===== config.mk =====
export PLATFORM = sky130hd
export DESIGN_NAME = subleq_ctrl
export DESIGN_NICKNAME = d
export VERILOG_FILES = /design/src/rtl/subleq_ctrl.sv
export SDC_FILE = /design/constraint.sdc
export NUM_CORES = 1
export LEC_CHECK = 0
export CAP_MARGIN = 20
export CORE_ASPECT_RATIO = 1.25
export CORE_MARGIN = 8
export CORE_UTILIZATION = 49
export CTS_BUF_LIST = sky130_fd_sc_hd__clkbuf_8
export DETAILED_ROUTE_END_ITERATION = 10
export PLACE_DENSITY = 0.82
export SYNTH_ARGS = -nofsm -noshare
export SYNTH_HDL_FRONTEND = slang
export SYNTH_SLANG_ARGS = --single-unit

===== constraint.sdc =====
create_clock -name clk -period 2.6 [get_ports clk]
set_input_delay 0.26 -clock clk [delete_from_list [all_inputs] [get_ports clk]]
set_output_delay 0.26 -clock clk [all_outputs]
set_load 0.01 [all_outputs]

===== src/rtl/subleq_ctrl.sv =====
// Control FSM for the 64-bit SUBLEQ core: sequences fetch/read/exec/write/PC update over a req/ready memory.
// Optional halt-on-negative-branch behaviour is enabled by defining SUBLEQ_HALT_EN.
module subleq_ctrl (
  input  logic        clk,
  input  logic        rst,
  input  logic        run,
  input  logic        mem_ready,
  input  logic        leq,
  input  logic        c_neg,
  output logic [2:0]  state,
  output logic        mem_req,
  output logic        mem_we,
  output logic [2:0]  addr_sel,
  output logic        ld_a,
  output logic        ld_b,
  output logic        ld_c,
  output logic        ld_ma,
  output logic        ld_mb,
  output logic        ld_res,
  output logic        pc_ld,
  output logic        pc_we,
  output logic        halted,
  output logic [31:0] instr_cnt
);

  typedef enum logic [2:0] {
    FETCH_A   = 3'b000,
    FETCH_B   = 3'b001,
    FETCH_C   = 3'b010,
    READ_A    = 3'b011,
    READ_B    = 3'b100,
    EXEC      = 3'b101,
    WRITE_B   = 3'b110,
    UPDATE_PC = 3'b111
  } state_e;

  state_e      state_q, state_d;
  logic        leq_q, leq_d;
  logic        halted_q, halted_d;
  logic        req_pend_q, req_pend_d;
  logic [31:0] instr_cnt_q, instr_cnt_d;
  logic        halt_hit_s;

`ifdef SUBLEQ_HALT_EN
  assign halt_hit_s = leq_q & c_neg;
`else
  logic unused_c_neg_s;
  assign unused_c_neg_s = c_neg;
  assign halt_hit_s     = 1'b0;
`endif

  // State and status registers with synchronous reset
  always_ff @(posedge clk) begin
    if (rst) begin
      state_q     <= FETCH_A;
      leq_q       <= 1'b0;
      halted_q    <= 1'b0;
      req_pend_q  <= 1'b0;
      instr_cnt_q <= 32'd0;
    end else begin
      state_q     <= state_d;
      leq_q       <= leq_d;
      halted_q    <= halted_d;
      req_pend_q  <= req_pend_d;
      instr_cnt_q <= instr_cnt_d;
    end
  end

  // Next-state and strobe decode from registered state, run, mem_ready and leq_q
  always_comb begin
    state_d     = state_q;
    leq_d       = leq_q;
    halted_d    = halted_q;
    req_pend_d  = 1'b0;
    instr_cnt_d = instr_cnt_q;
    mem_req     = 1'b0;
    mem_we      = 1'b0;
    addr_sel    = 3'd0;
    ld_a        = 1'b0;
    ld_b        = 1'b0;
    ld_c        = 1'b0;
    ld_ma       = 1'b0;
    ld_mb       = 1'b0;
    ld_res      = 1'b0;
    pc_ld       = 1'b0;
    pc_we       = 1'b0;
    if (rst || halted_q) begin
      state_d = state_q;
    end else begin
      case (state_q)
        FETCH_A: begin
          // A started fetch keeps requesting even if run drops before ready
          if (run || req_pend_q) begin
            mem_req  = 1'b1;
            addr_sel = 3'd0;
            if (mem_ready) begin
              ld_a    = 1'b1;
              state_d = FETCH_B;
            end else begin
              req_pend_d = 1'b1;
            end
          end else begin
            state_d = FETCH_A;
          end
        end
        FETCH_B: begin
          mem_req  = 1'b1;
          addr_sel = 3'd1;
          if (mem_ready) begin
            ld_b    = 1'b1;
            state_d = FETCH_C;
          end else begin
            state_d = FETCH_B;
          end
        end
        FETCH_C: begin
          mem_req  = 1'b1;
          addr_sel = 3'd2;
          if (mem_ready) begin
            ld_c    = 1'b1;
            state_d = READ_A;
          end else begin
            state_d = FETCH_C;
          end
        end
        READ_A: begin
          mem_req  = 1'b1;
          addr_sel = 3'd3;
          if (mem_ready) begin
            ld_ma   = 1'b1;
            state_d = READ_B;
          end else begin
            state_d = READ_A;
          end
        end
        READ_B: begin
          mem_req  = 1'b1;
          addr_sel = 3'd4;
          if (mem_ready) begin
            ld_mb   = 1'b1;
            state_d = EXEC;
          end else begin
            state_d = READ_B;
          end
        end
        EXEC: begin
          ld_res  = 1'b1;
          state_d = WRITE_B;
        end
        WRITE_B: begin
          mem_req  = 1'b1;
          mem_we   = 1'b1;
          addr_sel = 3'd4;
          if (mem_ready) begin
            leq_d   = leq;
            state_d = UPDATE_PC;
          end else begin
            state_d = WRITE_B;
          end
        end
        UPDATE_PC: begin
          instr_cnt_d = instr_cnt_q + 32'd1;
          // Halting branch retires the instruction but never commits the PC
          if (halt_hit_s) begin
            halted_d = 1'b1;
            state_d  = UPDATE_PC;
          end else begin
            pc_we   = 1'b1;
            pc_ld   = leq_q;
            state_d = FETCH_A;
          end
        end
        default: begin
          state_d = FETCH_A;
        end
      endcase
    end
  end

  assign state     = state_q;
  assign halted    = halted_q;
  assign instr_cnt = instr_cnt_q;

endmodule

---- After elaboration in Yosys (flattened, before gate mapping) ----
Cells that the tools add are included.
word-level totals
  bits of input ports ..................... 6
  register bits ........................... 37
  output and inout port bits .............. 49
  logic and storage cells ................. 58
cells by class
  multiplexer cells ....................... 34
  eq/ne operators ......................... 8
  add/subtract/negate cells ............... 1
  bitwise gates (word level) .............. 3
  reduce and logical (&&, ||, !) cells .... 8
operators with widths
  kind                                           number
  adder 32 x 1 -> 32 bit, second input constant  1
  two-way mux 1 bit                              26
  case mux 3 bit (8 select lines)                1
  == test 3 bit, second input constant           4
  two-way mux 3 bit                              4
  case mux 3 bit (4 select lines)                1
  == test 3 x 2 -> 1 bit, second input constant  2
  OR reduction 5 bit                             1
  AND reduction 2 bit                            2
  == test 3 x 1 -> 1 bit, second input constant  1
  logical NOT 3 bit                              1
  inequality test 3 bit, second input constant   1
  NOT 1 bit                                      3
  AND reduction 3 bit                            1
  OR reduction 3 bit                             1
  two-way mux 2 bit                              1
  case mux 1 bit (2 select lines)                1
  OR reduction 2 bit                             1
  logical OR 1 bit                               1

---- Longest topological paths before layout ----
  depth after elaboration ................. 4
  mapped depth ............................ 7
  gate-level depth less buffers ........... 5

---- Worst setup path after synthesis ----
Ideal clock, no wire load.
  path kind ............................... flip-flop to flip-flop
  start ................................... register instr_cnt_q[11] (netlist: instr_cnt[11])
  end ..................................... register instr_cnt_q[29] (netlist: instr_cnt[29])
  period minus slack after synthesis ...... 2.041 ns
  cell stages (with the launch flop) ...... 6
  arrival ................................. 1.920 ns
  buffers on the path ..................... 1
  library setup time ...................... 0.121 ns
  data required time ...................... 2.479 ns
  path slack .............................. 0.559 ns
  cell sequence ........................... dfxtp_1 > nand4_4 > or4_4 > buf_6 > nor4b_1 > mux2_2
on the way
  longest elaborated chain between the ends .. 1
ends and longest elaborated chain
  item                      line  text
  start: declaration        41    logic [31:0] instr_cnt_q, instr_cnt_d;
  start signal: assignment  65    instr_cnt_q <= instr_cnt_d;
  adder 32 x 1 -> 32 bit    162   instr_cnt_d = instr_cnt_q + 32'd1;
No other way between the ends.
A chain may end at the register's enable or synchronous reset.

---- Worst setup path after layout ----
  start ................................... register state_q[0] (netlist: state[0])
  end ..................................... output port pc_ld
on the way
  longest elaborated chain between the ends .. 3
ends and longest elaborated chain
  item                      line  text
  start: declaration        37    state_e state_q, state_d;
  start signal: assignment  61    state_q <= state_d;
  == test 3 bit             90    case (state_q)
  two-way mux 1 bit         90
  two-way mux 1 bit         87    if (rst || halted_q) begin
  end: declaration          20    output logic pc_ld,
No other way between the ends.

==> qor.txt <==
Status -> completed
Via count -> 1823
CTS tree -> done
HPWL after detailed placement -> 3320 µm
Fin nets -> 287
Clock root buffer -> clkbuf_8
Top cells by area, synth -> dfxtp_1 39%, nor2_1 6.0%, or4_1 4.8%, a21oi_1 4.5%, o31ai_1 4.4%
Most frequent cell after synthesis -> dfxtp_1
Clk pin slew, worst setup/hold paths -> 0.07 ns
N_diodes -> 0
Largest net degree at the start of global routing -> 30
Cts repair resizes -> 0
Synth cell types -> 36
Worst Setup End Kind -> primary output
Cell accounting for the most synthesized area -> dfxtp_1
Drt total wl -> 4420 µm
H-tree depth -> 2
Num Clock Sinks -> 37
Ys flop type -> dfxtp_1
Number of global-route vias before repair -> 1726
Filler cells -> 326
Max-Cap Viols -> 0
Slowest cell delay on critical path -> 0.54 ns
Row cnt -> 25
PD cells -> 408 nW/µm²
CTS Buf Count -> 5
Kind of critical path -> reg -> out
PortBufs -> 52
Top post-synthesis cells by count -> 37 x dfxtp_1, 30 x nor2_1, 17 x a21oi_1
Startpoint Class -> flop
Post-synthesis sequential area ratio -> 0.393
Hold Fails Final Rpt -> 0
Final clock period utilization by the worst path -> 0.882
Syn Inst Count -> 231
Routed vias/inst -> 5.70
Synth top area share -> 0.393
Setup_tns -> 0 ns
Synth Register Bits -> 37
Crit Path Max Fanout -> 10
Worst Hold Class -> reg -> reg
YS warnings -> 0
Synthesized area -> 1890 µm²
VDD IR max -> 0.323 mV
GR Overflow Total -> 0
Layout cell share with drive strength beyond 1 -> 0.0750
Asr flop ratio synth -> 0
Gr usage total -> 0.148
Synthesized area per cell -> 8.17 µm²
R2R setup slack -> 0.52 ns
Max Root-Sink Buffers -> 2
Die Wd -> 71.5 µm
Total power -> 0.00103 W
IO Pins -> 55
Crit path DAT -> 2.03 ns
Final setup violation count -> 0
DRT iter0 DRCs -> 83
Number of flops mapped to enable cells by yosys -> 0
Critical-path cell list -> and4b_1 > buf_4 > and2_1 > clkdlybuf4s50_1
Leak Pwr -> 0.849 nW
Hold Buf Count CTS -> 0
Min cycle time layout -> 2.29 ns
GPL Wtd Cong -> 0.792
First-pass GRT wire length -> 7560 µm
Core ar. -> 3750 µm²
Top delay family on crit path -> buffers and inverters
Area delta synth->final -> 33.3%
Post-CTS setup buffer count -> 0
Die height -> 85.4 µm
Worst EP required -> 2.34 ns
Syn Nets -> 238
Initial antenna violation count -> 0
CP Buf/Inv Count -> 2
Initial core utilization -> 0.503
DRC Markers -> 0
WL per Instance -> 13.8 µm
Post-route ant nets -> 0
Skew-Pair Late Insertion Delay -> 0.28 ns
Fmax -> 436 MHz
Full die area -> 6100 µm²
Clock skew -> 0.00579 ns
Slowest cell on crit path -> clkdlybuf4s50_1
RSZ-0062 raised after global routing -> no
Pre-Repair DR Iteration Count -> 4
Final count of pins violating max slew -> 0
area by class of cell:
type	instances	area, µm²	share of cell area
clock buffer	6	82.6	0.0328
tap	40	50.0	0.0199
inverter	5	18.8	0.00746
multi-input combinational	173	1050	0.419
sequential	37	741	0.295
timing repair buffer	58	566	0.225
clock inverter	1	3.75	0.00149
cells in the final DEF (no fill, tap or decap):
| cell type | count |
|---|---|
| nor4_1 | 4 |
| dfxtp_1 | 37 |
| or4_1 | 12 |
| o21ai_0 | 8 |
| a31oi_1 | 1 |
| xor2_1 | 7 |
| inv_1 | 6 |
| a211oi_1 | 1 |
| clkbuf_8 | 6 |
| mux2i_1 | 1 |
| ha_1 | 1 |
| clkdlybuf4s50_1 | 52 |
| nor4b_1 | 2 |
| and4b_1 | 1 |
| nor3b_1 | 1 |
| and2_1 | 3 |
| or3_1 | 6 |
| buf_4 | 6 |
| o31ai_1 | 11 |
| nand4_4 | 1 |
| conb_1 | 1 |
| nand2b_1 | 4 |
| a21oi_1 | 17 |
| xnor2_1 | 2 |
| and4_1 | 4 |
| nor3_1 | 5 |
| nand2_1 | 16 |
| nand3_1 | 9 |
| nor2_1 | 30 |
| and3_1 | 3 |
| nor2b_1 | 6 |
| or4_4 | 1 |
| mux2_2 | 7 |
| nand4_1 | 8 |
through the flow:
stage / worst slack [ns] / hold WS, ns / utilization / std cells / cell area (µm²)
final: 0.306 / 0.500 / 0.670 / 320 / 2510
after global routing: 0.204 / 0.520 / 0.670 / 320 / 2510
after CTS: 0.300 / 0.495 / 0.670 / 320 / 2510
after detailed placement: 0.386 / 0.485 / 0.647 / 313 / 2430
after global placement: 0.402 / 0.477 / 0.647 / 313 / 2430
after floorplan: 0.559 / 0.404 / - / 231 / 1890
per-layer routing:
metal  wire length (µm)  track usage  part of all wire  up-vias
met5                  0            0                 0        -
met4                 69       0.0559             0.016        0
met3                191       0.0377             0.043        5
met2               2290        0.271              0.52       44
met1               1870        0.156              0.42      845
li1                   -            -                 -      929
logic make-up after synthesis:
| group | count (synthesis) | synth area share |
|---|---|---|
| AND/OR/NAND/NOR | 116 | 0.344 |
| AO/OA/AOI/OAI | 38 | 0.117 |
| flip-flops | 37 | 0.393 |
| buffers and inverters | 21 | 0.0491 |
| XOR/XNOR | 9 | 0.0418 |
| multiplexers | 8 | 0.0471 |
| adder cells (fa/ha/maj) | 1 | 0.00663 |
| other | 1 | 0.00199 |
final timing paths:
path | from | end | depth (start not counted)
worst max register to register | instr_cnt[11] | instr_cnt[29] | 4
worst min-delay path | instr_cnt[30] | instr_cnt[30] | 2
worst max-delay path | state[0] | pc_ld | 4
worst min register to register | instr_cnt[30] | instr_cnt[30] | 2
worst register-to-register path: cells and delay by family, from the launching register on:
| family | cells | cell delay, ns |
|---|---|---|
| multiplexers | 1 | 0.37 |
| flip-flops | 1 | 0.47 |
| AND/OR/NAND/NOR | 3 | 1.14 |
flip-flops by register name, indices dropped and copies added (netlist names):
name / flops
state: 3
instr_cnt: 32
leq_q: 1
req_pend_q: 1
power breakdown:
part | internal, W | switching, W | leakage, nW
Clock | 0.000206 | 0.000185 | 0.0485
Combinational | 0.0000275 | 0.0000312 | 0.502
Sequential | 0.000570 | 0.00000583 | 0.298
Note: power is estimated with default switching activity, not from simulation.
